File: src/rtl/seq_mux_if.sv
// Purpose : command + output-stream bundle for the seq_mux index sequencer.
// Latency : n/a (signal container only).
// Backpressure : out_ready from the consumer stalls the sequencer's output register.
//
// Signals
//   start/base/stride/count : sequence request, sampled on an accepted start
//   busy/done               : sequencer status (done is a one-cycle pulse)
//   out_data/out_idx/out_last/out_valid/out_ready : registered output stream
//   oor                     : only with SEQ_MUX_OOR_ZERO_EN, flags an out-of-range first word
// Modports: master = sequencer side, slave = requester/consumer side.
interface seq_mux_if #(
  parameter int WIDTH = 8,
  parameter int N     = 16
);
  localparam int SEL_W = $clog2(N);

  logic               start;
  logic [SEL_W-1:0]   base;
  logic [SEL_W-1:0]   stride;
  logic [SEL_W:0]     count;
  logic               busy;
  logic               done;
  logic [WIDTH-1:0]   out_data;
  logic [SEL_W-1:0]   out_idx;
  logic               out_valid;
  logic               out_ready;
  logic               out_last;
`ifdef SEQ_MUX_OOR_ZERO_EN
  logic               oor;

  modport master (
    input  start, base, stride, count, out_ready,
    output busy, done, out_data, out_idx, out_valid, out_last, oor
  );
  modport slave (
    output start, base, stride, count, out_ready,
    input  busy, done, out_data, out_idx, out_valid, out_last, oor
  );
`else
  modport master (
    input  start, base, stride, count, out_ready,
    output busy, done, out_data, out_idx, out_valid, out_last
  );
  modport slave (
    output start, base, stride, count, out_ready,
    input  busy, done, out_data, out_idx, out_valid, out_last
  );
`endif
endinterface

File: src/rtl/seq_mux.sv
// Purpose : N-to-1 word selector that walks `count` indices from `base` by `stride` (mod N).
// Latency : first word valid 1 cycle after an accepted start, then one word per transfer.
// Backpressure : out_ready low holds out_data/out_idx/out_last/out_valid; in_flat sampled only on load edges.
//
// Ports
//   clk, rst_n : rising-edge clock, asynchronous active-low reset
//   in_flat    : N words, word i at [i*WIDTH +: WIDTH]
//   io         : seq_mux_if.master (start/base/stride/count, busy/done, output stream)
// Build option: SEQ_MUX_OOR_ZERO_EN -- a base >= N emits a zero word at index `base` with
// io.oor set, and the walk continues from base-N. Without it, base >= N is folded to base-N.
module seq_mux #(
  parameter  int WIDTH = 8,
  parameter  int N     = 16,
  localparam int SEL_W = $clog2(N)
) (
  input  logic               clk,
  input  logic               rst_n,
  input  logic [N*WIDTH-1:0] in_flat,
  seq_mux_if.master          io
);

  typedef enum logic {IDLE = 1'b0, RUN = 1'b1} state_t;

  localparam logic [SEL_W:0] N_EXT = (SEL_W+1)'(N);
  localparam logic [SEL_W:0] ONE   = (SEL_W+1)'(1);
  localparam logic [SEL_W:0] TWO   = (SEL_W+1)'(2);

  state_t             state_q, state_d;
  logic [SEL_W-1:0]   idx_q, idx_d;
  logic [SEL_W-1:0]   stride_q, stride_d;
  logic [SEL_W:0]     rem_q, rem_d;
  logic [WIDTH-1:0]   out_data_q, out_data_d;
  logic [SEL_W-1:0]   out_idx_q, out_idx_d;
  logic               out_valid_q, out_valid_d;
  logic               out_last_q, out_last_d;
  logic               done_q, done_d;
`ifdef SEQ_MUX_OOR_ZERO_EN
  logic               oor_q, oor_d;
`endif

  logic [SEL_W:0]     base_ext, stride_ext, sum;
  logic               base_oor;
  logic [SEL_W-1:0]   base_red, stride_red, next_idx, sel;
  logic [WIDTH-1:0]   sel_word;

  // Index arithmetic. idx_q always holds an in-range index. The stride is also
  // folded below N when latched so a single conditional subtract after the add
  // keeps the next index in range even for non-power-of-2 N.
  always_comb begin
    base_ext   = {1'b0, io.base};
    stride_ext = {1'b0, io.stride};
    base_oor   = (base_ext >= N_EXT);
    base_red   = base_oor ? SEL_W'(base_ext - N_EXT) : io.base;
    stride_red = (stride_ext >= N_EXT) ? SEL_W'(stride_ext - N_EXT) : io.stride;
    sum        = {1'b0, idx_q} + {1'b0, stride_q};
    next_idx   = (sum >= N_EXT) ? SEL_W'(sum - N_EXT) : sum[SEL_W-1:0];
    // One shared word mux: IDLE loads the first word, RUN loads the successor.
    sel        = (state_q == IDLE) ? base_red : next_idx;
  end

  always_comb begin
    sel_word = '0;
    for (int i = 0; i < N; i++) begin
      if (sel == SEL_W'(i)) begin
        sel_word = in_flat[i*WIDTH +: WIDTH];
      end
    end
  end

  always_comb begin
    state_d     = state_q;
    idx_d       = idx_q;
    stride_d    = stride_q;
    rem_d       = rem_q;
    out_data_d  = out_data_q;
    out_idx_d   = out_idx_q;
    out_valid_d = out_valid_q;
    out_last_d  = out_last_q;
    done_d      = 1'b0;
`ifdef SEQ_MUX_OOR_ZERO_EN
    oor_d       = oor_q;
`endif
    case (state_q)
      IDLE: begin
        if (io.start) begin
          if (io.count == '0) begin
            // Empty request completes immediately without touching the stream.
            done_d = 1'b1;
          end else begin
            state_d     = RUN;
            idx_d       = base_red;
            stride_d    = stride_red;
            rem_d       = io.count;
            out_data_d  = sel_word;
            out_idx_d   = base_red;
            out_valid_d = 1'b1;
            out_last_d  = (io.count == ONE);
`ifdef SEQ_MUX_OOR_ZERO_EN
            // Out-of-range first word: report the raw index with zero data;
            // idx_q already holds base-N so the walk continues from there.
            if (base_oor) begin
              out_data_d = '0;
              out_idx_d  = io.base;
            end
            oor_d = base_oor;
`endif
          end
        end
      end
      RUN: begin
        if (out_valid_q && io.out_ready) begin
          if (rem_q > ONE) begin
            idx_d      = next_idx;
            out_data_d = sel_word;
            out_idx_d  = next_idx;
            out_last_d = (rem_q == TWO);
            rem_d      = rem_q - ONE;
`ifdef SEQ_MUX_OOR_ZERO_EN
            oor_d      = 1'b0;
`endif
          end else begin
            state_d     = IDLE;
            rem_d       = '0;
            out_valid_d = 1'b0;
            out_last_d  = 1'b0;
            done_d      = 1'b1;
`ifdef SEQ_MUX_OOR_ZERO_EN
            oor_d       = 1'b0;
`endif
          end
        end
      end
      default: state_d = IDLE;
    endcase
  end

  always_ff @(posedge clk or negedge rst_n) begin
    if (!rst_n) begin
      state_q     <= IDLE;
      idx_q       <= '0;
      stride_q    <= '0;
      rem_q       <= '0;
      out_data_q  <= '0;
      out_idx_q   <= '0;
      out_valid_q <= 1'b0;
      out_last_q  <= 1'b0;
      done_q      <= 1'b0;
`ifdef SEQ_MUX_OOR_ZERO_EN
      oor_q       <= 1'b0;
`endif
    end else begin
      state_q     <= state_d;
      idx_q       <= idx_d;
      stride_q    <= stride_d;
      rem_q       <= rem_d;
      out_data_q  <= out_data_d;
      out_idx_q   <= out_idx_d;
      out_valid_q <= out_valid_d;
      out_last_q  <= out_last_d;
      done_q      <= done_d;
`ifdef SEQ_MUX_OOR_ZERO_EN
      oor_q       <= oor_d;
`endif
    end
  end

  assign io.busy      = (state_q == RUN);
  assign io.done      = done_q;
  assign io.out_data  = out_data_q;
  assign io.out_idx   = out_idx_q;
  assign io.out_valid = out_valid_q;
  assign io.out_last  = out_last_q;
`ifdef SEQ_MUX_OOR_ZERO_EN
  assign io.oor       = oor_q;
`endif

endmodule
File: src/flat_wrapper.sv
// flat-port wrapper written by rule: the top's interface ports become plain ports
module seq_mux_flat 
#(
  parameter  int WIDTH = 8,
  parameter  int N     = 16,
  localparam int SEL_W = $clog2(N)
)
  (clk, rst_n, in_flat, io_start, io_base, io_stride, io_count, io_out_ready, io_busy, io_done, io_out_data, io_out_idx, io_out_valid, io_out_last);
  seq_mux_if #(.WIDTH(WIDTH), .N(N)) io_i ();
  input  logic clk;
  input  logic rst_n;
  input  logic [N*WIDTH-1:0] in_flat;
  input wire logic [$bits(io_i.start)-1:0] io_start;
  input wire logic [$bits(io_i.base)-1:0] io_base;
  input wire logic [$bits(io_i.stride)-1:0] io_stride;
  input wire logic [$bits(io_i.count)-1:0] io_count;
  input wire logic [$bits(io_i.out_ready)-1:0] io_out_ready;
  output wire logic [$bits(io_i.busy)-1:0] io_busy;
  output wire logic [$bits(io_i.done)-1:0] io_done;
  output wire logic [$bits(io_i.out_data)-1:0] io_out_data;
  output wire logic [$bits(io_i.out_idx)-1:0] io_out_idx;
  output wire logic [$bits(io_i.out_valid)-1:0] io_out_valid;
  output wire logic [$bits(io_i.out_last)-1:0] io_out_last;
  assign io_i.start = io_start;
  assign io_i.base = io_base;
  assign io_i.stride = io_stride;
  assign io_i.count = io_count;
  assign io_i.out_ready = io_out_ready;
  assign io_busy = io_i.busy;
  assign io_done = io_i.done;
  assign io_out_data = io_i.out_data;
  assign io_out_idx = io_i.out_idx;
  assign io_out_valid = io_i.out_valid;
  assign io_out_last = io_i.out_last;
  seq_mux #(.WIDTH(WIDTH), .N(N)) u_core (.clk(clk), .rst_n(rst_n), .in_flat(in_flat), .io(io_i));
endmodule
File: config.mk
export PLATFORM = sky130hd
export DESIGN_NAME = seq_mux_flat
export DESIGN_NICKNAME = d
export VERILOG_FILES = /design/src/rtl/seq_mux_if.sv /design/src/rtl/seq_mux.sv /design/src/flat_wrapper.sv
export SDC_FILE = /design/constraint.sdc
export NUM_CORES = 1
export LEC_CHECK = 0
export CORE_ASPECT_RATIO = 0.75
export CORE_UTILIZATION = 44
export CTS_BUF_LIST = sky130_fd_sc_hd__clkbuf_8
export CTS_CLUSTER_DIAMETER = 60
export DETAILED_ROUTE_END_ITERATION = 8
export PLACE_DENSITY = 0.9
export SYNTH_ARGS = -nofsm -noshare
export SYNTH_HDL_FRONTEND = slang
export SYNTH_SLANG_ARGS = --single-unit
File: constraint.sdc
create_clock -name clk -period 7.2 [get_ports clk]
set_input_delay 1.44 -clock clk [delete_from_list [all_inputs] [get_ports clk]]
set_output_delay 1.44 -clock clk [all_outputs]
set_load 0.02 [all_outputs]
==> results.tsv, run 1 <==
stage	metric	value	unit
layout	Core Util, Final	70.8	%
critical_path	worst-path fanout max	17	
cts	clk_lat worst skew	0.28	ns
logic_synthesis	Post-Syn Instances	366	
timing	fin crit share	54.2	%
logic_synthesis	synthesized flop and latch total	25	
logic_synthesis	synth cell count leaders	nand2_1 (39), nor2_1 (30), dfrtp_1 (25)	
pwr	cell area power density	592	mW/mm2
timing	RSZ-0062 raised after global routing	false	
layout	Layout area overhead	54.8	%
drt	Antenna Nets Post-Route	0	
cts	CTS Buf Count	3	
place	pre-CTS WS	3.04	ns
logic_synthesis	Top FF cell, synth	dfrtp_1	
die	io pins	161	
timing	Max Slew Vio Count	0	
cts	PostCTS Resize Cnt	0	
critical_path	slowest cell delay on critical path	0.66	ns
pwr	clock network fraction of design power	3.4	%
pwr	Sw Pwr	1.45	mW
die	die height	72.3	um
critical_path	Req. time, crit path	7.35	ns
drt	detailed-route via count	3749	
logic_synthesis	Ys Warns	0	
timing	setup ws final	3.30	ns
die	Die W	95.8	um
critical_path	Crit. End Element	flop	
timing	Worst-Margin Slew	0.873	ns
job	max cap viols	0	
drt	drt first pass iters	5	
critical_path	delay-heaviest family, CP	compound AO/OA/AOI/OAI gates	
pwr	internal power	1.20	mW
place	placed inst area	0.00445	mm2
place	GPL Wtd Cong	0.989	
critical_path	critical path cell sequence	clkdlybuf4s50_1 -> and3b_1 -> or2_1 -> a22oi_1 -> a21boi_0 -> a2bb2oi_1 -> a2111oi_0 -> o211ai_1	
pwr	sequential power share	10.3	%
logic_synthesis	mapped cell area	0.00290	mm2
pwr	VDD IR-drop max	0.000463	V
layout	number of diodes	0	
global_route	initial antenna violation count	0	
critical_path	slowest CP cell	clkdlybuf4s50_1	
die	# rows	25	
layout	nets	657	
critical_path	Reg2Reg Depth	10	
drt	WL final	11600	um
cts	root buffer cell	clkbuf_8	
timing	slew margin rel.	41.5	%
place	port bufs	160	
logic_synthesis	top area cells in the synthesized netlist	dfrtp_1 (22%), nand2_1 (5.0%), a22oi_1 (4.7%)	
drt	wire per inst	19.8	um
cts	Post-CTS Setup Repair Bufs	0	
cts	Clock Path Buffers	2	
logic_synthesis	EDFF count, synth	0	
cts	cts hold-fix bufs	0	
die	CORE AREA	0.00635	mm2
die	die area	0.00693	mm2
cts	number of clock sinks	25	
timing	# setup viols final	0	
drt	Residual DRC	0	
critical_path	R2R Path End	u_core.io.out_data[2]$_DFFE_PN0P_	
timing	Final Hold Fails	0	
pwr	switch share	54.7	%
logic_synthesis	syn_nets	518	
cts	CTS tree	done	
global_route	first-pass GRT wire length	16800	um
pwr	PnR Total Power	2.66	mW
drt	drt via density	6.41	
pwr	combinational power share	86.3	%
critical_path	Critical R2R Launch	u_core.idx_q[0]$_DFFE_PN0P_	
timing	Fin Clk Skew	0.00808	ns
outcome	status	complete, no violations	
cts	htree depth	1	
cts	clock slew at reported path FFs	0.10	ns
logic_synthesis	area share of the leading cell type in the synthesized netlist	21.6	%
timing	setup_tns	0	ns
global_route	GRT overflow	0	
worst_hold_path	Hold Crit Class	flop to flop	
logic_synthesis	sequential fraction of the synthesis area	21.6	%
critical_path	CP arrival	4.06	ns
global_route	vias in the first global route	3343	
logic_synthesis	Async S/R FF share, synth	100	%
critical_path	CP Launch Type	primary input	
global_route	total global-route track usage	31.5	%
timing	fmax	256	MHz
timing	fin crit period	3.90	ns
critical_path	Levels on crit path	8	
critical_path	crit path kind	primary input to flop	
place	DP HPWL	8770	um
critical_path	Setup crit start	io_base[1]	
logic_synthesis	cell accounting for the most synthesized area	dfrtp_1	
critical_path	reg-to-reg setup timing slack	3.77	ns
pwr	Pleak	1.70	nW
layout	fin area	0.00449	mm2
logic_synthesis	syn_area_per_cell	7.93	um2
logic_synthesis	count leader, synth	nand2_1	
drt	Initial DRC Count	495	
die	Starting Density	45.7	%
logic_synthesis	synth unique cells	74	
critical_path	Buffers & Inverters on Critical Path	1	
global_route	largest net degree at the start of global routing	42	
critical_path	Critical Path Sink	u_core.io.out_data[2]$_DFFE_PN0P_	
layout	layout cell share with drive strength beyond 1	6.94	%
==> cell type report <==
cell class	instances	area (um2)
Tap cell	81	101
Fill cell	502	1860
Inverter	13	48.8
Clock inverter	1	7.51
Clock buffer	3	41.3
Sequential cell	25	626
Timing Repair Buffer	164	1630
Multi-Input combinational cell	298	2040
==> state kept, by name, summed over array words and instances (netlist names) <==
name	cells
u_core.idx_q	4
u_core.io.out_data	8
u_core.io.out_valid	1
u_core.rem_q	5
u_core.io.out_last	1
u_core.stride_q	4
u_core.io.busy	1
u_core.io.done	1
==> worst min path at each step <==
| stage | depth (start not counted) | slack (ns) | start | to |
|---|---|---|---|---|
| after CTS | 2 | 0.52 | u_core.io.out_data[1]$_DFFE_PN0P_ | u_core.io.out_data[1]$_DFFE_PN0P_ |
| final | 1 | 0.53 | u_core.stride_q[0]$_DFFE_PN0P_ | u_core.stride_q[0]$_DFFE_PN0P_ |
| after detailed placement | 2 | 0.49 | u_core.io.out_data[1]$_DFFE_PN0P_ | u_core.io.out_data[1]$_DFFE_PN0P_ |
| after floorplan | 1 | 0.48 | u_core.stride_q[0]$_DFFE_PN0P_ | u_core.stride_q[0]$_DFFE_PN0P_ |
| after global routing | 1 | 0.55 | u_core.stride_q[0]$_DFFE_PN0P_ | u_core.stride_q[0]$_DFFE_PN0P_ |
| after global placement | 2 | 0.48 | u_core.io.out_data[1]$_DFFE_PN0P_ | u_core.io.out_data[1]$_DFFE_PN0P_ |
==> power by group through the flow <==
stage	Clock [mW]	Sequential (mW)	Combinational (mW)
after floorplan	0	0.314	1.71
after global placement	0	0.271	2.19
after detailed placement	0	0.274	2.22
after CTS	0.0909	0.272	2.23
after global routing	0.0970	0.281	2.45
final	0.0901	0.274	2.29
==> through the flow <==
step | hold slack (ns) | cells
after floorplan | 0.485 | 366
after global placement | 0.483 | 581
after detailed placement | 0.489 | 581
after CTS | 0.522 | 585
after global routing | 0.549 | 585
final | 0.533 | 585
==> logic make-up after synthesis <==
group	count (synthesis)	share of synthesized area (%)
AOI/OAI and AO/OA	156	41.8
and+or+nand+nor	126	21.9
buffers and inverters	43	8.41
DFF	25	21.6
adders and majority gates	7	3.28
muxes	6	2.20
xor gates and xnor gates	3	0.905
==> worst reg2reg max path, delay by kind of cell, from the launching register on <==
kind,cells,cell delay [ns]
flops,1,0.39
fa+ha+maj,2,0.95
compound gates,5,1.20
buf+inv,1,0.06
simple gates,2,0.71
==> per-layer routing <==
layer  wire (um)  share of wire (%)  track usage (%)  up-vias
met2        5230                 45             50.1      261
met4         200                1.7             5.64        0
met1        4840                 42             44.0     1772
li1            -                  -                -     1686
met3        1320                 11             7.34       30
met5           0                  0                0        -
==> cells in the final DEF (no fill, tap or decap), types with 7 or more instances in the layout <==
cell type / netlist / final
a21oi_1: 15 / 15
o21ai_0: 18 / 18
a22oi_1: 18 / 18
o211ai_1: 8 / 8
nand2_1: 39 / 39
dfrtp_1: 25 / 25
inv_1: 13 / 13
clkdlybuf4s50_1: 0 / 160
nor2_1: 30 / 30
o22ai_1: 9 / 9
a22o_1: 8 / 8
nor3_1: 10 / 10
nand3_1: 7 / 7
(Power assumes the default switching activity.)
==> run 2: changes to the inputs <==
CORE_UTILIZATION = 37   (was 44)
PLACE_DENSITY = 0.81   (was 0.9)
clock period = 3.54 ns   (was 7.2 ns; I/O delays follow)
==> results.tsv, run 2 (synthesized netlist as in run 1, its figures left out) <==
stage	metric	value	unit
drt	wire per inst	20.0	um
critical_path	delay-heaviest family, CP	simple AND/OR/NAND/NOR gates	
cts	clk_lat worst skew	0.28	ns
critical_path	reg-to-reg setup timing slack	0.51	ns
drt	drt via density	6.05	
timing	slew margin rel.	50.9	%
cts	clock slew at reported path FFs	0.11	ns
critical_path	Reg2Reg Depth	9	
cts	Post-CTS Setup Repair Bufs	0	
timing	Final Hold Fails	0	
timing	fmax	331	MHz
cts	CTS tree	done	
worst_hold_path	Hold Crit Class	flop to flop	
layout	fin area	0.00461	mm2
cts	cts hold-fix bufs	0	
drt	Residual DRC	0	
critical_path	CP arrival	3.22	ns
layout	most frequent cells in the layout	clkdlybuf4s50_1 (160), nand2_1 (39), nor2_1 (30)	
global_route	largest net degree at the start of global routing	26	
cts	root buffer cell	clkbuf_8	
drt	drt first pass iters	6	
critical_path	worst-path fanout max	12	
timing	Fin Clk Skew	0.00701	ns
drt	WL final	12300	um
cts	htree depth	1	
global_route	initial antenna violation count	0	
layout	nets	669	
cts	Clock Path Buffers	2	
place	port bufs	160	
critical_path	R2R Path End	u_core.io.out_data[3]$_DFFE_PN0P_	
die	die area	0.00821	mm2
place	DP HPWL	9740	um
layout	commonest non-fill, non-tap cell in the layout	clkdlybuf4s50_1	
critical_path	slowest CP cell	fa_1	
timing	# setup viols final	0	
critical_path	slowest cell delay on critical path	0.57	ns
place	GPL Wtd Cong	0.951	
timing	fin crit period	3.03	ns
timing	fin crit share	85.5	%
layout	Layout area overhead	58.8	%
die	CORE AREA	0.00747	mm2
job	max cap viols	0	
critical_path	Req. time, crit path	3.74	ns
timing	RSZ-0062 raised after global routing	false	
cts	PostCTS Resize Cnt	0	
place	placed inst area	0.00456	mm2
die	io pins	161	
critical_path	crit path kind	flop to flop	
critical_path	critical path cell sequence	ha_1 -> inv_1 -> fa_1 -> and3b_1 -> or2_1 -> and2_1 -> nor3_1 -> o221ai_1 -> o31ai_1	
drt	Antenna Nets Post-Route	0	
pwr	VDD IR-drop max	0.000818	V
critical_path	Crit. End Element	flop	
global_route	GRT overflow	0	
place	pre-CTS WS	0.494	ns
cts	CTS Buf Count	3	
timing	Worst-Margin Slew	0.730	ns
drt	Initial DRC Count	296	
layout	Largest register FFs	8	
pwr	cell area power density	1230	mW/mm2
drt	detailed-route via count	3733	
worst_hold_path	hold path cells	1	
global_route	first-pass GRT wire length	18900	um
die	Starting Density	38.9	%
timing	setup_tns	0	ns
layout	number of diodes	0	
global_route	vias in the first global route	3563	
critical_path	CP Launch Type	flop	
critical_path	Buffers & Inverters on Critical Path	1	
die	# rows	27	
cts	number of clock sinks	25	
layout	layout cell share with drive strength beyond 1	9.11	%
timing	Max Slew Vio Count	0	
timing	setup ws final	0.515	ns
critical_path	Critical R2R Launch	u_core.idx_q[0]$_DFFE_PN0P_	
worst_hold_path	HP Start	u_core.stride_q[0]$_DFFE_PN0P_	
global_route	total global-route track usage	29.4	%
die	die height	78.7	um
pwr	Pleak	1.76	nW
worst_hold_path	Hold Crit Endpoint	u_core.stride_q[0]$_DFFE_PN0P_	
die	Die W	104	um
outcome	status	complete, no violations	
## run 2: changes by cell type in the layout (fill, tap and decap cells not counted), sizes merged
cell / delta
buf: +12
clkinvlp: -1
inv: +1
## run 2: how the worst max path moves through the flow
stage	cells after the start	startpoint	endpoint
floorplan	11	u_core.idx_q[0]$_DFFE_PN0P_	u_core.io.out_data[0]$_DFFE_PN0P_
finish	9	u_core.idx_q[0]$_DFFE_PN0P_	u_core.io.out_data[3]$_DFFE_PN0P_
CTS	11	u_core.idx_q[0]$_DFFE_PN0P_	u_core.io.out_data[0]$_DFFE_PN0P_
detailed placement	8	io_count[3]	u_core.io.out_data[2]$_DFFE_PN0P_
global placement	8	io_count[3]	u_core.io.out_data[2]$_DFFE_PN0P_
global route	10	u_core.idx_q[0]$_DFFE_PN0P_	u_core.io.out_data[2]$_DFFE_PN0P_
## run 2: worst reg2reg max path: stages (launching register included)
cell      delay, ns
dfrtp_1        0.39
ha_1           0.19
inv_1          0.06
fa_1           0.57
and3b_1        0.21
or2_1          0.39
and2_1         0.37
nor3_1         0.33
o221ai_1       0.17
o31ai_1        0.26
## run 2: routing by layer
layer,up-vias,share of wire (%),global-route usage (%)
met4,0,1.3,4.57
met2,243,46,48.5
met3,19,10,8.21
li1,1711,-,-
met5,-,0,0
met1,1760,43,39.0
## run 2: metrics by stage
stage | hold WS, ns | util [%] | total power [mW] | cells
after global routing | 0.557 | 61.8 | 6.05 | 617
after CTS | 0.528 | 61.8 | 5.57 | 617
after floorplan | 0.412 | - | 4.12 | 366
final | 0.525 | 61.8 | 5.65 | 617
after detailed placement | 0.504 | 61.1 | 5.35 | 613
after global placement | 0.484 | 61.1 | 5.26 | 613
## run 2: cell type report
cell class | instances | area, um2
inverter | 13 | 48.8
sequential | 25 | 626
tap | 101 | 126
clock buffer | 3 | 41.3
fill | 655 | 2860
multi-input combinational | 298 | 2040
timing repair buffer | 176 | 1720
clock inverter | 1 | 8.76
## run 2: where the power goes
part / switching, mW / internal [mW] / leakage [nW] / total [mW]
Sequential: 0.140 / 0.440 / 0.289 / 0.580
Combinational: 2.80 / 2.08 / 1.45 / 4.88
Clock: 0.111 / 0.0829 / 0.0261 / 0.194
